**src/rtl/imm_gen_pkg.sv**
```systemverilog
// imm_gen_pkg: shared format codes, opcodes and beat layout for the immediate generator
package imm_gen_pkg;
  typedef enum logic [2:0] {
    SEL_ZERO = 3'b000,
    SEL_IZ   = 3'b001,
    SEL_IS   = 3'b010,
    SEL_S    = 3'b011,
    SEL_B    = 3'b100,
    SEL_U    = 3'b101,
    SEL_J    = 3'b110,
    SEL_AUTO = 3'b111
  } imm_sel_e;
  localparam logic [6:0] OP_IMM  = 7'b0010011;
  localparam logic [6:0] LOAD    = 7'b0000011;
  localparam logic [6:0] JALR    = 7'b1100111;
  localparam logic [6:0] STORE   = 7'b0100011;
  localparam logic [6:0] BRANCH  = 7'b1100011;
  localparam logic [6:0] LUI     = 7'b0110111;
  localparam logic [6:0] AUIPC   = 7'b0010111;
  localparam logic [6:0] JAL     = 7'b1101111;
  localparam logic [6:0] OP      = 7'b0110011;
  localparam logic [6:0] CUSTOM0 = 7'b0001011;
  localparam int XLEN_MAX = 64;
  localparam int TAG_MAX  = 16;
  // Sized for the widest build; narrower instances use the low bits only.
  typedef struct packed {
    logic [XLEN_MAX-1:0] imm;
    logic [2:0]          fmt;
    logic [TAG_MAX-1:0]  tag;
    logic                err;
  } imm_beat_t;
endpackage

```
**src/rtl/imm_gen_if.sv**
```systemverilog
// imm_gen_if: valid/ready instruction-in and immediate-out bus of the immediate generator
interface imm_gen_if #(
  parameter int XLEN  = 32,
  parameter int TAG_W = 5
);
  logic             in_valid;
  logic             in_ready;
  logic [31:0]      in_instr;
  logic [2:0]       in_sel;
  logic [TAG_W-1:0] in_tag;
  logic             out_valid;
  logic             out_ready;
  logic [XLEN-1:0]  out_imm;
  logic [2:0]       out_fmt;
  logic [TAG_W-1:0] out_tag;
  logic             out_err;
  modport master (
    output in_valid, in_instr, in_sel, in_tag, out_ready,
    input  in_ready, out_valid, out_imm, out_fmt, out_tag, out_err
  );
  modport slave (
    input  in_valid, in_instr, in_sel, in_tag, out_ready,
    output in_ready, out_valid, out_imm, out_fmt, out_tag, out_err
  );
endinterface

```
**src/rtl/imm_gen_comb.sv**
```systemverilog
// imm_gen_comb: opcode resolve and immediate extend; IMM_GEN_GEMM_EN adds the custom-0 GEMM format
module imm_gen_comb
  import imm_gen_pkg::*;
#(
  parameter int XLEN = 32
) (
  input  logic [31:0]     instr_i,
  input  logic [2:0]      sel_i,
  output logic [XLEN-1:0] imm_o,
  output logic [2:0]      fmt_o,
  output logic            err_o
);
  imm_sel_e fmt;
  always_comb begin
    fmt   = imm_sel_e'(sel_i);
    err_o = 1'b0;
    if (sel_i == SEL_AUTO) begin
      case (instr_i[6:0])
        OP_IMM, LOAD, JALR: fmt = SEL_IS;
        STORE:              fmt = SEL_S;
        BRANCH:             fmt = SEL_B;
        LUI, AUIPC:         fmt = SEL_U;
        JAL:                fmt = SEL_J;
        OP:                 fmt = SEL_ZERO;
`ifdef IMM_GEN_GEMM_EN
        CUSTOM0:            fmt = SEL_AUTO;
`endif
        default: begin
          fmt   = SEL_ZERO;
          err_o = 1'b1;
        end
      endcase
    end
  end
  // After resolve, SEL_AUTO can only mean the GEMM format.
  always_comb
    imm_o = fmt == SEL_IZ ? XLEN'(instr_i[31:20]) :
            fmt == SEL_IS ? XLEN'($signed(instr_i[31:20])) :
            fmt == SEL_S  ? XLEN'($signed({instr_i[31:25], instr_i[11:7]})) :
            fmt == SEL_B  ? XLEN'($signed({instr_i[31], instr_i[7], instr_i[30:25], instr_i[11:8], 1'b0})) :
            fmt == SEL_U  ? XLEN'($signed({instr_i[31:12], 12'b0})) :
            fmt == SEL_J  ? XLEN'($signed({instr_i[31], instr_i[19:12], instr_i[20], instr_i[30:21], 1'b0})) :
            fmt == SEL_AUTO ? XLEN'(instr_i[31:17]) : '0;
  assign fmt_o = fmt;
endmodule

```
**src/rtl/imm_gen_pipe.sv**
```systemverilog
// imm_gen_pipe: registered immediate generator with a one-entry skid buffer behind the head register
module imm_gen_pipe
  import imm_gen_pkg::*;
#(
  parameter int XLEN  = 32,
  parameter int TAG_W = 5
) (
  input logic     clk,
  input logic     rst,
  imm_gen_if.slave bus
);
  logic [XLEN-1:0] imm;
  logic [2:0]      fmt;
  logic            err;
  imm_beat_t       new_beat, head_q, head_d, skid_q, skid_d;
  logic            head_v_q, head_v_d, skid_v_q, skid_v_d, rdy_q;
  logic            acc, drain;
  imm_gen_comb #(.XLEN(XLEN)) u_comb (
    .instr_i (bus.in_instr),
    .sel_i   (bus.in_sel),
    .imm_o   (imm),
    .fmt_o   (fmt),
    .err_o   (err)
  );
  always_comb begin
    new_beat = '{imm: XLEN_MAX'(imm), fmt: fmt, tag: TAG_MAX'(bus.in_tag), err: err};
    acc      = bus.in_valid && rdy_q;
    drain    = head_v_q && bus.out_ready;
    head_d   = head_q;
    head_v_d = head_v_q;
    skid_d   = skid_q;
    skid_v_d = skid_v_q;
    if (skid_v_q) begin
      if (drain) begin
        head_d   = skid_q;
        skid_v_d = 1'b0;
      end
    end else if (acc && (!head_v_q || drain)) begin
      head_d   = new_beat;
      head_v_d = 1'b1;
    end else if (acc) begin
      skid_d   = new_beat;
      skid_v_d = 1'b1;
    end else if (drain) begin
      head_v_d = 1'b0;
    end
  end
  // in_ready follows skid occupancy only, so it never sees out_ready combinationally.
  always_ff @(posedge clk) begin
    if (rst) begin
      head_q   <= '0;
      skid_q   <= '0;
      head_v_q <= 1'b0;
      skid_v_q <= 1'b0;
      rdy_q    <= 1'b1;
    end else begin
      head_q   <= head_d;
      skid_q   <= skid_d;
      head_v_q <= head_v_d;
      skid_v_q <= skid_v_d;
      rdy_q    <= !skid_v_d;
    end
  end
  assign bus.in_ready  = rdy_q;
  assign bus.out_valid = head_v_q;
  assign bus.out_imm   = head_q.imm[XLEN-1:0];
  assign bus.out_fmt   = head_q.fmt;
  assign bus.out_tag   = head_q.tag[TAG_W-1:0];
  assign bus.out_err   = head_q.err;
endmodule

```
**src/flat_wrapper.sv**
```systemverilog
// flat-port wrapper written by rule: the top's interface ports become plain ports
module imm_gen_pipe_flat import imm_gen_pkg::*;
#(
  parameter int XLEN  = 32,
  parameter int TAG_W = 5
)
  (clk, rst, bus_in_valid, bus_in_instr, bus_in_sel, bus_in_tag, bus_out_ready, bus_in_ready, bus_out_valid, bus_out_imm, bus_out_fmt, bus_out_tag, bus_out_err);
  imm_gen_if #(.XLEN(XLEN), .TAG_W(TAG_W)) bus_i ();
  input logic clk;
  input logic rst;
  input wire logic [$bits(bus_i.in_valid)-1:0] bus_in_valid;
  input wire logic [$bits(bus_i.in_instr)-1:0] bus_in_instr;
  input wire logic [$bits(bus_i.in_sel)-1:0] bus_in_sel;
  input wire logic [$bits(bus_i.in_tag)-1:0] bus_in_tag;
  input wire logic [$bits(bus_i.out_ready)-1:0] bus_out_ready;
  output wire logic [$bits(bus_i.in_ready)-1:0] bus_in_ready;
  output wire logic [$bits(bus_i.out_valid)-1:0] bus_out_valid;
  output wire logic [$bits(bus_i.out_imm)-1:0] bus_out_imm;
  output wire logic [$bits(bus_i.out_fmt)-1:0] bus_out_fmt;
  output wire logic [$bits(bus_i.out_tag)-1:0] bus_out_tag;
  output wire logic [$bits(bus_i.out_err)-1:0] bus_out_err;
  assign bus_i.in_valid = bus_in_valid;
  assign bus_i.in_instr = bus_in_instr;
  assign bus_i.in_sel = bus_in_sel;
  assign bus_i.in_tag = bus_in_tag;
  assign bus_i.out_ready = bus_out_ready;
  assign bus_in_ready = bus_i.in_ready;
  assign bus_out_valid = bus_i.out_valid;
  assign bus_out_imm = bus_i.out_imm;
  assign bus_out_fmt = bus_i.out_fmt;
  assign bus_out_tag = bus_i.out_tag;
  assign bus_out_err = bus_i.out_err;
  imm_gen_pipe #(.XLEN(XLEN), .TAG_W(TAG_W)) u_core (.clk(clk), .rst(rst), .bus(bus_i));
endmodule
```
**config.mk**
```make
export PLATFORM = sky130hd
export DESIGN_NAME = imm_gen_pipe_flat
export DESIGN_NICKNAME = d
export VERILOG_FILES = /design/src/rtl/imm_gen_pkg.sv /design/src/rtl/imm_gen_if.sv /design/src/rtl/imm_gen_comb.sv /design/src/rtl/imm_gen_pipe.sv /design/src/flat_wrapper.sv
export SDC_FILE = /design/constraint.sdc
export NUM_CORES = 1
export LEC_CHECK = 0
export ABC_AREA = 0
export BUFFER_PORTS_ARGS = -buffer_cell sky130_fd_sc_hd__buf_2
export CAP_MARGIN = 20
export CORE_ASPECT_RATIO = 0.5
export CORE_MARGIN = 5
export CORE_UTILIZATION = 50
export CTS_BUF_LIST = sky130_fd_sc_hd__clkbuf_8
export DETAILED_ROUTE_END_ITERATION = 6
export PLACE_DENSITY = 0.74
export SLEW_MARGIN = 40
export SYNTH_ARGS = -nofsm -noshare
export SYNTH_HDL_FRONTEND = slang
export SYNTH_SLANG_ARGS = --single-unit
```
**constraint.sdc**
```tcl
create_clock -name clk -period 2.05 [get_ports clk]
set_input_delay 0 -clock clk [delete_from_list [all_inputs] [get_ports clk]]
set_output_delay 0 -clock clk [all_outputs]
set_load 0.01 [all_outputs]
```
# Word-level counts from Yosys, hierarchy flattened
# Cells that the tools add are included.
[word_totals] reg_bits=85 inputBits=44 output_inout_bits=43 word_cells=67
[op_classes] eq_ne=19 muxes=21 bitwise=2 reduce_logical=14
[ops] cell="32-bit two-way mux" n=6
[ops] cell="52-bit two-way mux" n=3
[ops] cell="7-bit by 6-bit == test with 1-bit output (second input constant)" n=3
[ops] cell="7-bit == test (second input constant)" n=3
[ops] cell="3-bit == test (second input constant)" n=5
[ops] cell="15-bit two-way mux" n=1
[ops] cell="3-bit case mux with 5 select lines" n=1
[ops] cell="7-bit by 5-bit == test with 1-bit output (second input constant)" n=2
[ops] cell="1-bit two-way mux" n=9
[ops] cell="9-bit OR reduction" n=1
[ops] cell="7-bit by 2-bit == test with 1-bit output (second input constant)" n=1
[ops] cell="3-bit by 2-bit == test with 1-bit output (second input constant)" n=2
[ops] cell="3-bit AND reduction" n=2
[ops] cell="2-bit inequality test (second input constant)" n=2
[ops] cell="2-bit nonzero test" n=2
[ops] cell="3-bit by 1-bit == test with 1-bit output (second input constant)" n=1
[ops] cell="1-bit logical AND" n=3
[ops] cell="3-bit two-way mux" n=1
[ops] cell="3-bit OR reduction" n=1
[ops] cell="1-bit logical NOT" n=2
[ops] cell="1-bit NOT" n=2
[ops] cell="2-bit AND reduction" n=1
[ops] cell="2-bit OR reduction" n=1
[ops] cell="1-bit logical OR" n=1

# Depth between registers and ports, before layout
[depth] depth_word=14 ltp_mapped=9 depth_no_buf=6

# Modules after synthesis
# Synthesis repeated with hierarchy kept, for this count alone.
[unflattened] hier_cells=530 area_unflattened_um2=4753.3
[modules_own_cells] module="imm_gen_pipe" n_inst=1 cells_each=443 area_per_inst_um2=4180.3 seq_area_each_um2=1701.6
[modules_own_cells] module="imm_gen_comb" n_inst=1 cells_each=87 area_per_inst_um2=573.0 seq_area_each_um2=0.0

# Worst setup path before layout
# No wires, ideal clock.
[synth_timing] kind="register to register" startpoint="register u_core.skid_v_q" endpoint="register u_core.head_q, in the netlist u_core.bus.out_imm[0]" setup_ps=79 arrival_time_ps=1786 t_required_ps=1971 setup_slack_ps=185 path_stages_with_launch=10 n_path_buf=4 synth_period_minus_slack_ps=1865 path_cell_list="dfxtp_1 > clkbuf_1 > nand3b_1 > nand2_1 > and2_1 > clkbuf_1 > buf_2 > buf_1 > nor2_1 > a211oi_2"
[synth_between] elab_chain_len=2 elab_cells_between_ends=4 cone_classes="eq/ne (1); mux (1); reduce/logical (2)"
[synth_lines] element="start, declared" line="imm_gen_pipe.sv:16" rtl="logic head_v_q, head_v_d, skid_v_q, skid_v_d, rdy_q;"
[synth_lines] element="start signal, assigned" line="imm_gen_pipe.sv:60" rtl="skid_v_q <= skid_v_d;"
[synth_lines] element="2-bit inequality test (no line) or 2-bit nonzero test (tied branches)"
[synth_lines] element="2-bit AND reduction (no line)"
[synth_lines] element="end signal, assigned" line="imm_gen_pipe.sv:51" rtl="head_q <= '0;"
[synth_lines] element="end signal, assigned" line="imm_gen_pipe.sv:57" rtl="head_q <= head_d;"
[synth_lines] element="end, declared" line="imm_gen_pipe.sv:15" rtl="imm_beat_t new_beat, head_q, head_d, skid_q, skid_d;"
# Several ways; a longest one is shown, not always the timed one.
# A chain may end at the register's enable or synchronous reset.

# Worst setup path after layout
[layout_timing] startpoint="register u_core.skid_v_q" endpoint="register u_core.head_q, in the netlist u_core.bus.out_imm[16]"
# The elaborated chain is that of the path after synthesis.

==> flow_summary.ini <==
[synthesis]
syn_inst = 495
synthFlopType = dfxtp_1
ys_ff_latch = 85
ys_seq_area_share_pct = 41.6
yosysWarnings = 0
netlist_area_mm2 = 0.00409
async_flop_share_pct = 0
synth.distinct_cells = 54
syn_nets = 539
synth_edf_count = 0
syn_avg_cell_area_um2 = 8.26

[detailed_routing]
firstDrtPassIters = 4
vias = 4000
route.detailed.drc = 0
first_iter_violations = 232
ant_nets = 0
avgRoutedWirePerCell_um = 15.4
vias_per_cell = 5.64
wl_um = 10900

[power_and_ir_drop]
ir_drop_mv = 0.347
p_leak_nw = 2.03
p_per_area_mw_per_mm2 = 731

[critical_path]
cp_slowest_stage_delay_ns = 0.37
r2r_start = u_core.skid_v_q
r2r_end = u_core.bus.out_imm[16]
end_kind = flip-flop
reg2reg_slack_ns = 0.15
cpMaxStageDelayCell = nand2_1
reg2reg_depth = 7
cp-start-kind = flip-flop
cp.arrival_ns = 2.16
worstPathCellList = nand3b_1 > nand2_1 > nand2_1 > buf_4 > a21oi_1 > nor3_1 > a31o_2
cp_max_fo = 15
cp_data_required_time_ns = 2.31
critPathKind = reg -> reg
path_common_cell = nand2_1

[cts]
clock-sinks = 85
htreeDepth = 3
cts_made_buffers = 9
cts_setup_buffers = 0
cts-resized-gates = 0
root_buffer = clkbuf_8
cts_max_path_buffers = 2
cts_hold_buffers = 22
cts_tree = yes
clock_latency_ns = 0.37
cts.clk_slew.worst_paths_ns = 0.09

[cells_and_area]
final_cell_mix = buf_2 (86), dfxtp_1 (84), nor2_1 (58)
final_common_cell = buf_2
fin_cells = 709
drive_gt1_share_pct = 25.3
antenna_cells = 0
fin_nets = 636
final_cell_area_mm2 = 0.00507
area_growth_pct = 24.1
fin_util_pct = 63.6

[grt]
grt_util_all_layers_pct = 22.2
grt_antenna_before_repair = 0
grt_first_pass_wirelength_um = 18100
grt_max_degree = 44
gr-total-overflow = 0
grt_pass1_vias = 3744

[floorplan]
io-pin-count = 87
start_util_pct = 51.3
die_area_mm2 = 0.0102
die_h_um = 73.9
coreArea_mm2 = 0.00797
die_x_um = 138
rows = 23

[timing]
fin_tns_setup_ns = 0
rsz0062_at_grt = no
worst_slew_pin_slew_ns = 0.721
slew_headroom_pct = 51.9
hold_viol_final = 0
period_share_pct = 92.6
layout_min_cycle_time_ns = 1.90
slew_viol_final = 0
setup_viol = 0
finalClockSkew_ns = 0.0114
fmax_ghz = 0.527

[hold_path]
hp-start = bus_in_instr[18]
hold_depth = 4
hp-class = in -> reg
hold_end = u_core.skid_q[38]

[place]
portBuffers = 86
numPlacedInstances = 671
dpl_cell_area_mm2 = 0.00467
dp_hpwl_um = 7490
gp_congestion = 0.911

[flow_run]
cap_violations = 0

[status]
outcome = finished clean
sequential cells by signal (all words and copies together) (netlist names):
register and cells:
u_core.skid_q 41, u_core.bus.out_imm 32, u_core.bus.out_tag 5, u_core.bus.out_fmt 3, u_core.bus.in_ready 1, u_core.bus.out_err 1
u_core.bus.out_valid 1, u_core.skid_v_q 1
layer usage:
layer	track usage, %	vias to the layer above	wire [um]	part of all wire [%]
li1	-	2030	-	-
met1	31.4	1859	5300	49
met2	34.7	101	4880	45
met3	5.07	10	586	5.4
met4	6.02	0	128	1.2
met5	0	-	0	0
report_power, final:
group	switching [mW]	internal, mW
clock network	0.627	0.479
registers	0.0543	1.76
logic	0.459	0.332
how the worst max path moves through the flow:
stage,start,endpoint
floorplan,u_core.skid_v_q,u_core.bus.out_imm[0]
global placement,bus_in_instr[6],u_core.skid_q[41]
detailed placement,bus_in_instr[4],u_core.bus.out_imm[16]
CTS,u_core.skid_v_q,u_core.bus.out_imm[16]
global route,u_core.skid_v_q,u_core.bus.out_imm[24]
finish,u_core.skid_v_q,u_core.bus.out_imm[16]
per-stage QoR:
stage	power, mW	setup WS [ns]	hold slack (ns)
4_1_cts	3.73	0.154	0.00525
3_5_place_dp	2.61	0.0761	0.259
3_3_place_gp	2.60	0.131	0.254
5_1_grt	3.90	0.00395	0.0326
2_1_floorplan	2.33	0.185	0.136
6_report	3.71	0.151	0.0135
kinds of logic (layout without fill, tap and decap cells):
kind of cell,after synthesis,count (layout),synth area share (%)
compound gates,174,174,29.5
xor+xnor,2,2,0.612
buf+inv,47,149,4.99
flops,85,85,41.6
mux,6,6,1.47
simple gates,181,181,21.8
cells in the mapped netlist, types with 2 or more instances:
cell / number / area (um2)
a31oi_1: 8 / 50.1
clkbuf_1: 30 / 113
nor4_4: 2 / 42.5
a211o_1: 5 / 43.8
and3b_1: 3 / 26.3
a21oi_1: 41 / 205
nand4_1: 2 / 12.5
a21oi_2: 3 / 26.3
o21ai_1: 5 / 25.0
o21ai_2: 2 / 17.5
o21ai_0: 24 / 120
buf_4: 2 / 15.0
or2_2: 2 / 12.5
nor3_1: 25 / 125
mux2i_1: 6 / 60.1
buf_2: 4 / 20.0
nand3_1: 14 / 70.1
and2_1: 12 / 75.1
nor2_1: 60 / 225
a31o_2: 5 / 43.8
o2bb2ai_1: 2 / 17.5
dfxtp_1: 85 / 1700
nand3b_1: 3 / 22.5
or3_1: 5 / 31.3
nand2_1: 43 / 161
a311oi_1: 12 / 105
a22o_1: 13 / 114
o211ai_1: 16 / 120
a22oi_1: 2 / 15.0
nor3_2: 4 / 40.0
inv_1: 5 / 18.8
buf_1: 4 / 15.0
a211oi_1: 22 / 165
and3_1: 3 / 18.8
buf_6: 2 / 22.5
critical path: cells and delay by family, from the launching register on:
kind	cells	cell delay [ns]
and+or+nand+nor	4	0.76
AOI/OAI and AO/OA	2	0.35
DFF	1	0.34
buffers and inverters	1	0.34
area by class of cell:
cell class                 count  area (um2)
timing repair buffer         128         838
inverter                       5        18.8
sequential                    85        1700
tap                          112         140
clock inverter                 6        46.3
clock buffer                  10         138
multi-input combinational    363        2190
fill                         707        2900
Power figures use the tool's default switching activity.
